===== config.mk =====
export PLATFORM = sky130hd
export DESIGN_NAME = jogador_automatico
export DESIGN_NICKNAME = d
export VERILOG_FILES = /design/src/rtl/jogador_automatico.sv
export SDC_FILE = /design/constraint.sdc
export NUM_CORES = 1
export LEC_CHECK = 0
export CAP_MARGIN = 20
export CORE_UTILIZATION = 65
export CTS_BUF_LIST = sky130_fd_sc_hd__clkbuf_4
export CTS_CLUSTER_DIAMETER = 80
export DETAILED_ROUTE_END_ITERATION = 12
export HOLD_SLACK_MARGIN = 0.1
export PLACE_DENSITY = 0.81
export SYNTH_ARGS = -nofsm -noshare
export SYNTH_HDL_FRONTEND = slang
export SYNTH_SLANG_ARGS = --single-unit

===== constraint.sdc =====
create_clock -name clock -period 4 [get_ports clock]
set_clock_uncertainty 0.2 [all_clocks]
set_input_delay 0.8 -clock clock [delete_from_list [all_inputs] [get_ports clock]]
set_output_delay 0.8 -clock clock [all_outputs]
set_load 0.01 [all_outputs]

===== src/rtl/jogador_automatico.sv =====
// Automatic player for the memory game: memorises the LED moves the game shows, replays them on
// the buttons, then presses a new rotating move when the game asks for one.
module jogador_automatico #(
    parameter int unsigned N_MAX        = 16,
    parameter int unsigned PRESS_CYCLES = 4,
    parameter int unsigned GAP_CYCLES   = 4
) (
    input  logic                     clock,
    input  logic                     reset,
    input  logic                     habilita,
    input  logic [3:0]               leds,
    input  logic                     vez_jogador,
    input  logic                     vez_adicionar,
    output logic [3:0]               botoes,
    output logic                     ocupado,
    output logic                     erro,
    output logic [$clog2(N_MAX):0]   db_tamanho,
    output logic [3:0]               db_estado
);

    localparam int unsigned PW   = $clog2(N_MAX) + 1;
    localparam int unsigned AW   = (N_MAX > 1) ? $clog2(N_MAX) : 1;
    localparam int unsigned TMAX = (PRESS_CYCLES > GAP_CYCLES) ? PRESS_CYCLES : GAP_CYCLES;
    localparam int unsigned TW   = $clog2(TMAX) + 1;

    localparam logic [3:0] OCIOSO         = 4'd0;
    localparam logic [3:0] OUVINDO        = 4'd1;
    localparam logic [3:0] PREPARA        = 4'd2;
    localparam logic [3:0] PRESSIONA      = 4'd3;
    localparam logic [3:0] SOLTA          = 4'd4;
    localparam logic [3:0] AGUARDA_ADD    = 4'd5;
    localparam logic [3:0] PRESSIONA_NOVO = 4'd6;
    localparam logic [3:0] SOLTA_NOVO     = 4'd7;
    localparam logic [3:0] ERRO           = 4'd8;

    logic [3:0]    estado, estado_prox;
    logic [PW-1:0] wr, wr_prox;
    logic [PW-1:0] rd, rd_prox;
    logic [TW-1:0] timer, timer_prox;
    logic [3:0]    novo, novo_prox;
    logic [3:0]    botao_reg, botao_prox;
    logic [3:0]    leds_prev;
    logic [3:0]    botoes_prox;
    logic          subida;
    logic          mem_we;
    logic [AW-1:0] mem_wa;
    logic [3:0]    mem [N_MAX];

    assign subida     = (leds != 4'd0) && (leds_prev == 4'd0);
    assign db_tamanho = wr;
    assign db_estado  = estado;

    // State and datapath registers
    always_ff @(posedge clock) begin
        if (reset) begin
            estado    <= OCIOSO;
            wr        <= '0;
            rd        <= '0;
            timer     <= '0;
            novo      <= 4'b0001;
            botao_reg <= 4'd0;
            leds_prev <= 4'd0;
            botoes    <= 4'd0;
            ocupado   <= 1'b0;
            erro      <= 1'b0;
        end else begin
            estado    <= estado_prox;
            wr        <= wr_prox;
            rd        <= rd_prox;
            timer     <= timer_prox;
            novo      <= novo_prox;
            botao_reg <= botao_prox;
            leds_prev <= leds;
            botoes    <= botoes_prox;
            ocupado   <= (estado_prox == PREPARA) || (estado_prox == PRESSIONA) ||
                         (estado_prox == SOLTA) || (estado_prox == PRESSIONA_NOVO) ||
                         (estado_prox == SOLTA_NOVO);
            erro      <= (estado_prox == ERRO);
        end
    end

    // Move memory: contents are only meaningful below wr, so no reset
    always_ff @(posedge clock) begin
        if (mem_we) mem[mem_wa] <= leds;
    end

    // Next-state, datapath and button decode
    always_comb begin
        estado_prox = estado;
        wr_prox     = wr;
        rd_prox     = rd;
        timer_prox  = timer;
        novo_prox   = novo;
        botao_prox  = botao_reg;
        mem_we      = 1'b0;
        mem_wa      = wr[AW-1:0];
        botoes_prox = 4'd0;

        if (!habilita) begin
            estado_prox = OCIOSO;
            wr_prox     = '0;
        end else begin
            case (estado)
                OCIOSO: estado_prox = OUVINDO;
                OUVINDO: begin
                    if (subida) begin
                        if (wr == PW'(N_MAX)) begin
                            estado_prox = ERRO;
                        end else begin
                            mem_we  = 1'b1;
                            wr_prox = wr + PW'(1);
                        end
                    end else if (vez_jogador && (leds == 4'd0)) begin
                        if (wr == '0) begin
                            estado_prox = ERRO;
                        end else begin
                            rd_prox     = '0;
                            estado_prox = PREPARA;
                        end
                    end
                end
                PREPARA: begin
                    botao_prox  = mem[rd[AW-1:0]];
                    timer_prox  = TW'(PRESS_CYCLES - 1);
                    estado_prox = PRESSIONA;
                end
                PRESSIONA: begin
                    botoes_prox = botao_reg;
                    if (timer == '0) begin
                        timer_prox  = TW'(GAP_CYCLES - 1);
                        estado_prox = SOLTA;
                    end else begin
                        timer_prox = timer - TW'(1);
                    end
                end
                SOLTA: begin
                    if (timer == '0) begin
                        if (rd == wr - PW'(1)) begin
                            estado_prox = AGUARDA_ADD;
                        end else begin
                            rd_prox     = rd + PW'(1);
                            estado_prox = PREPARA;
                        end
                    end else begin
                        timer_prox = timer - TW'(1);
                    end
                end
                AGUARDA_ADD: begin
                    if (vez_adicionar) begin
                        timer_prox  = TW'(PRESS_CYCLES - 1);
                        estado_prox = PRESSIONA_NOVO;
                    end else if (subida) begin
                        // Game restarted its display: start memorising from this LED
                        mem_we      = 1'b1;
                        mem_wa      = '0;
                        wr_prox     = PW'(1);
                        estado_prox = OUVINDO;
                    end
                end
                PRESSIONA_NOVO: begin
                    botoes_prox = novo;
                    if (timer == '0) begin
                        timer_prox  = TW'(GAP_CYCLES - 1);
                        estado_prox = SOLTA_NOVO;
                    end else begin
                        timer_prox = timer - TW'(1);
                    end
                end
                SOLTA_NOVO: begin
                    if (timer == '0) begin
                        novo_prox   = {novo[2:0], novo[3]};
                        wr_prox     = '0;
                        estado_prox = OUVINDO;
                    end else begin
                        timer_prox = timer - TW'(1);
                    end
                end
                ERRO: estado_prox = ERRO;
                default: estado_prox = OCIOSO;
            endcase
        end
    end

endmodule

# After elaboration in Yosys (flattened, before gate mapping)
# Memory sizes are Yosys's and may differ from the RTL's. A register that Yosys moved wholly into a read port is not among the register bits.
# Index checks and enable logic that the tools add are counted.
[totals]
mem_bits_ro = 0
in_bits = 9
memories = 1
out_inout_bits = 15
regBits = 31
wordCells = 108
latch_bits = 0
mem_bits_rw = 64
[classes]
magnitude_cmp = 0
multipliers = 0
div = 0
n_eq_ne = 28
muxes = 42
n_reduce_logical = 23
n_shift = 0
bitwise = 1
addsub = 4
[mem_list]
columns = ["memory", "words", "word_bits", "read_ports", "rd_ports_with_merged_regs", "write_ports", "line", "rtl"]
rows = [
  ["mem", 16, 4, 1, 1, 1, "47", "logic [3:0] mem [N_MAX];"],
]
[ops]
columns = ["op", "count"]
rows = [
  ["4-bit two-way mux", 15],
  ["5-bit two-way mux", 10],
  ["4-bit one-hot mux with 9 select lines", 1],
  ["4-bit by 3-bit equality test with 1-bit output (second input constant)", 7],
  ["2-bit != test (second input constant)", 12],
  ["4-bit by 2-bit equality test with 1-bit output (second input constant)", 4],
  ["5-bit one-hot mux with 3 select lines", 1],
  ["4-bit zero test", 3],
  ["3-bit two-way mux", 4],
  ["3-bit one-hot mux with 4 select lines", 1],
  ["5-bit by 1-bit adder with 5-bit output (second input constant)", 2],
  ["5-bit one-hot mux with 2 select lines", 1],
  ["4-bit equality test (second input constant)", 2],
  ["4-bit one-hot mux with 2 select lines", 1],
  ["4-bit nonzero test", 2],
  ["1-bit two-way mux", 7],
  ["7-bit AND reduction", 1],
  ["6-bit AND reduction", 1],
  ["2-bit OR reduction", 3],
  ["5-bit equality test", 1],
  ["5-bit equality test (second input constant)", 1],
  ["5-bit zero test", 1],
  ["5-bit by 1-bit subtractor with 5-bit output (second input constant)", 1],
  ["4-bit by 1-bit equality test with 1-bit output (second input constant)", 1],
  ["11 further kinds", 15],
]

# Depth between registers and ports, before layout
[logic_depth]
ltp_word = 11
ltp_mapped = 9
depth_no_buf = 8

# Worst setup path after synthesis
# No wires, ideal clock.
[synth_timing]
kind = "in2reg"
start = "input leds[1]"
end = "memory mem[3][0], enable pin"
setup_time_ns = 0.361
n_path_buf = 0
cell_stages = 6
setup_slack_ns = 1.248
t_arrival_ns = 2.191
t_required_ns = 3.439
cell_sequence = "or4_1 > and2_1 > nand2_1 > or3_1 > nand4_1 > nor3_1"
[synth_between]
elab_chain_len = 8
word_cells_on_any_way = 13
cone_classes = "mux (11); reduce/logical (2)"
[synth_rtl]
columns = ["item", "line", "rtl"]
rows = [
  ["start, declared", "11", "input logic [3:0] leds,"],
  ["4-bit nonzero test *", "49", "assign subida = (leds != 4'd0) && (leds_prev == 4'd0);"],
  ["1-bit logical AND *", "49", ""],
  ["1-bit two-way mux", "152", "end else if (subida) begin"],
  ["1-bit two-way mux", "149", "if (vez_adicionar) begin"],
  ["1-bit one-hot mux with 2 select lines", "103", "case (estado)"],
  ["1-bit two-way mux", "99", "if (!habilita) begin"],
  ["1-bit two-way mux", "84", "if (mem_we) mem[mem_wa] <= leds;"],
  ["1-bit two-way mux (not written as such)", "84", ""],
  ["end, declared", "47", ""],
]
# Every way passes the cells marked *; elsewhere a longest branch is shown, timed or not.

# Worst setup path after layout
[layout_timing]
start = "register wr[0] (netlist: db_tamanho[0])"
end = "memory mem[3][1], enable pin"
[layout_between]
elab_chain_len = 7
word_cells_on_any_way = 11
cone_classes = "eq/ne (1); mux (10)"
[layout_rtl]
columns = ["item", "line", "rtl"]
rows = [
  ["start, declared", "37", "logic [PW-1:0] wr, wr_prox;"],
  ["start signal, assigned", "68", "wr <= wr_prox;"],
  ["5-bit equality test", "107", "if (wr == PW'(N_MAX)) begin"],
  ["1-bit two-way mux", "107", ""],
  ["1-bit two-way mux", "106", "if (subida) begin"],
  ["1-bit one-hot mux with 2 select lines", "103", ""],
  ["1-bit two-way mux", "99", ""],
  ["1-bit two-way mux", "84", ""],
  ["1-bit two-way mux (not written as such)", "84", ""],
]
# Several ways; a longest one is shown, not always the timed one.

==> results_dict.tcl <==
set metrics [dict create \
    status "completed" \
    syn_inst 354 \
    grt_max_degree 22 \
    place_ws_ns 0.4045 \
    first_pass_iters 5 \
    cp_max_fo 12 \
    dpl.hpwl_mm 6.585 \
    multi_input_area_um2 1772 \
    path_class "reg -> reg" \
    synth_edf_count 64 \
    cts_buffer_depth 2 \
    place_area_um2 4815 \
    core-area_um2 6756 \
    fmax_ghz 0.3100 \
    layout_commonest_cell "edfxtp_1" \
    ys_seq_elements 99 \
    avgSynthCellArea_um2 12.81 \
    port_buffers 23 \
    cts_buffers 9 \
    ant_nets 0 \
    die_x_um 85.52 \
    cp_cell_sequence "inv_1 > ha_1 > nand4bb_1 > nor2_1 > nor4b_1 > nand4_1 > nor3_1" \
    fillers 459 \
    setup_viol 0 \
    dieArea_um2 7314 \
    grt_overflow 0 \
    cts_setup_buffers 0 \
    total_power_mw 1.764 \
    yosys.area.top_type "edfxtp_1" \
    layout-drive-gt1-share 0.1257 \
    fp.dieH_um 85.52 \
    ys_warn_count 0 \
    cp_slowest_cell "dfxtp_1" \
    hold_viol 0 \
    cts_resized 0 \
    antenna_found_initial 0 \
    crit_path_max_incr_delay_ns 0.63 \
    clkLatencyLatePin_ns 0.44 \
    dp.cells 446 \
    drc 0 \
    cp_data_required_time_ns 3.89 \
    htreeDepth 3 \
    async_flop_share 0 \
    cp-start-kind "register" \
    p_leak_nw 1.557 \
    synth.distinct_cells 60 \
    end_kind "register" \
    slew_headroom 0.3449 \
    grt_pass1_vias 2926 \
    setup-tns-final_ns 0 \
    synth_area_leaders "edfxtp_1 (42%), dfxtp_1 (15%), mux4_2 (7.9%), nor2_1 (3.4%), mux4_1 (2.3%)" \
    vdd_drop_max_v 0.0002305 \
    vias 3075 \
    diodes 0 \
    gp_congestion 0.8791 \
    seq_area_frac_synth 0.5784 \
    grt_use_total 0.2839 \
    mostFrequentLayoutCells "edfxtp_1 (64), nor2_1 (41), dfxtp_1 (35), clkdlybuf4s50_1 (23), nand2_1 (17)" \
    regMostFlops "mem" \
    r2r_setup_slack_ns 0.77 \
    clkSinkCount 99 \
    area_growth_pct 9.906 \
    largest_reg_flops 64 \
    avgViaCountPerCell 6.656 \
    synthFlopType "edfxtp_1" \
    wl_per_cell_um 20.76 \
    maxSlewViolCount 0 \
    tritoncts "done" \
    critical_path_arrival_ns 3.12 \
    fin_hold_ws_ns 0.2598 \
    clk_pin_slew_worst_paths_ns 0.15 \
    synth_area_um2 4534 \
    drt-initial-drc-count 239 \
    finalCriticalPeriod_ns 3.225 \
    regArea_um2 2623 \
    worst_hold_path_type "reg -> reg" \
    row_count 30 \
    final_cells 462 \
    cp.buffers_inverters 1 \
    start_util 0.6711 \
    grt_pass1_wl_mm 15.31 \
    power_density_nw_per_um2 354.0 \
    maxCapViolations 0 \
    rsz0062_at_grt "false" \
    fin_area_um2 4984 \
    finalWorstSetupSlack_ns 0.7745 \
    hold_buffers 0 \
    synth_top_area_frac 0.4238 \
    cts-root-buf "clkbuf_4" \
    fin_crit_sh 0.8064 \
    worst_pin_slew_ns 0.9694 \
    syn_nets 368 \
    fin_nets 391 \
    finalWirelength_mm 9.591 \
    ios 24 \
    final_util 0.7376 \
    crit_family "simple AND/OR/NAND/NOR gates" \
]
## synth_stat cells, drive strengths merged, types with 2 or more instances
master   instances
o21a             2
inv              8
edfxtp          64
nor2            41
xnor2            4
or4              3
nand3b           4
nand2b           7
o22ai            2
xor2             2
and2             5
nand2           17
clkbuf           7
nor2b            8
and3             4
a21oi           16
mux2i            8
a31oi            2
buf             12
nor3            13
dfxtp           35
or3              4
nor4             5
a211oi           2
o21ai            9
nand3           11
ha               5
mux4            20
o31ai            3
nor4b            3
o41ai            3
a221oi           2
nor3b            2
a22oi            4
a2111oi          2
## area by class of cell
class                           count  share of cell area
Multi-Input combinational cell    228              0.3555
Sequential cell                    99              0.5262
Tap cell                           80             0.02009
Timing Repair Buffer               31             0.05825
Inverter                            8            0.006026
Clock inverter                      5             0.01732
Clock buffer                       11             0.01657
## per-layer routing
metal | wire (um) | track usage
met5 | 0 | 0
met4 | 235 | 0.1000
met3 | 658 | 0.05197
met2 | 4670 | 0.4502
met1 | 4027 | 0.4009
## power by group
| part | internal (mW) | switching, mW |
|---|---|---|
| Clock | 0.274 | 0.338 |
| Combinational | 0.0219 | 0.0367 |
| Sequential | 1.09 | 0.00411 |
## path summary, 6_finish.rpt
check	from	to	cells after the start
setup reg to reg	db_tamanho[0]	mem[3][1]	7
hold / removal	timer[0]	timer[0]	1
hold reg to reg	timer[0]	timer[0]	1
setup / recovery	db_tamanho[0]	mem[3][1]	7
## cell families (layout without fill, tap and decap cells)
logic type      count (synthesis)  after routing  synth area share
xor+xnor                        7              7           0.01656
compound gates                 55             55           0.08361
flops                          99             99            0.5784
buf+inv                        27             55           0.03091
simple gates                  133            133            0.1565
fa+ha+maj                       5              5           0.01380
mux                            28             28            0.1203
Note: power is estimated with default switching activity, not from simulation.
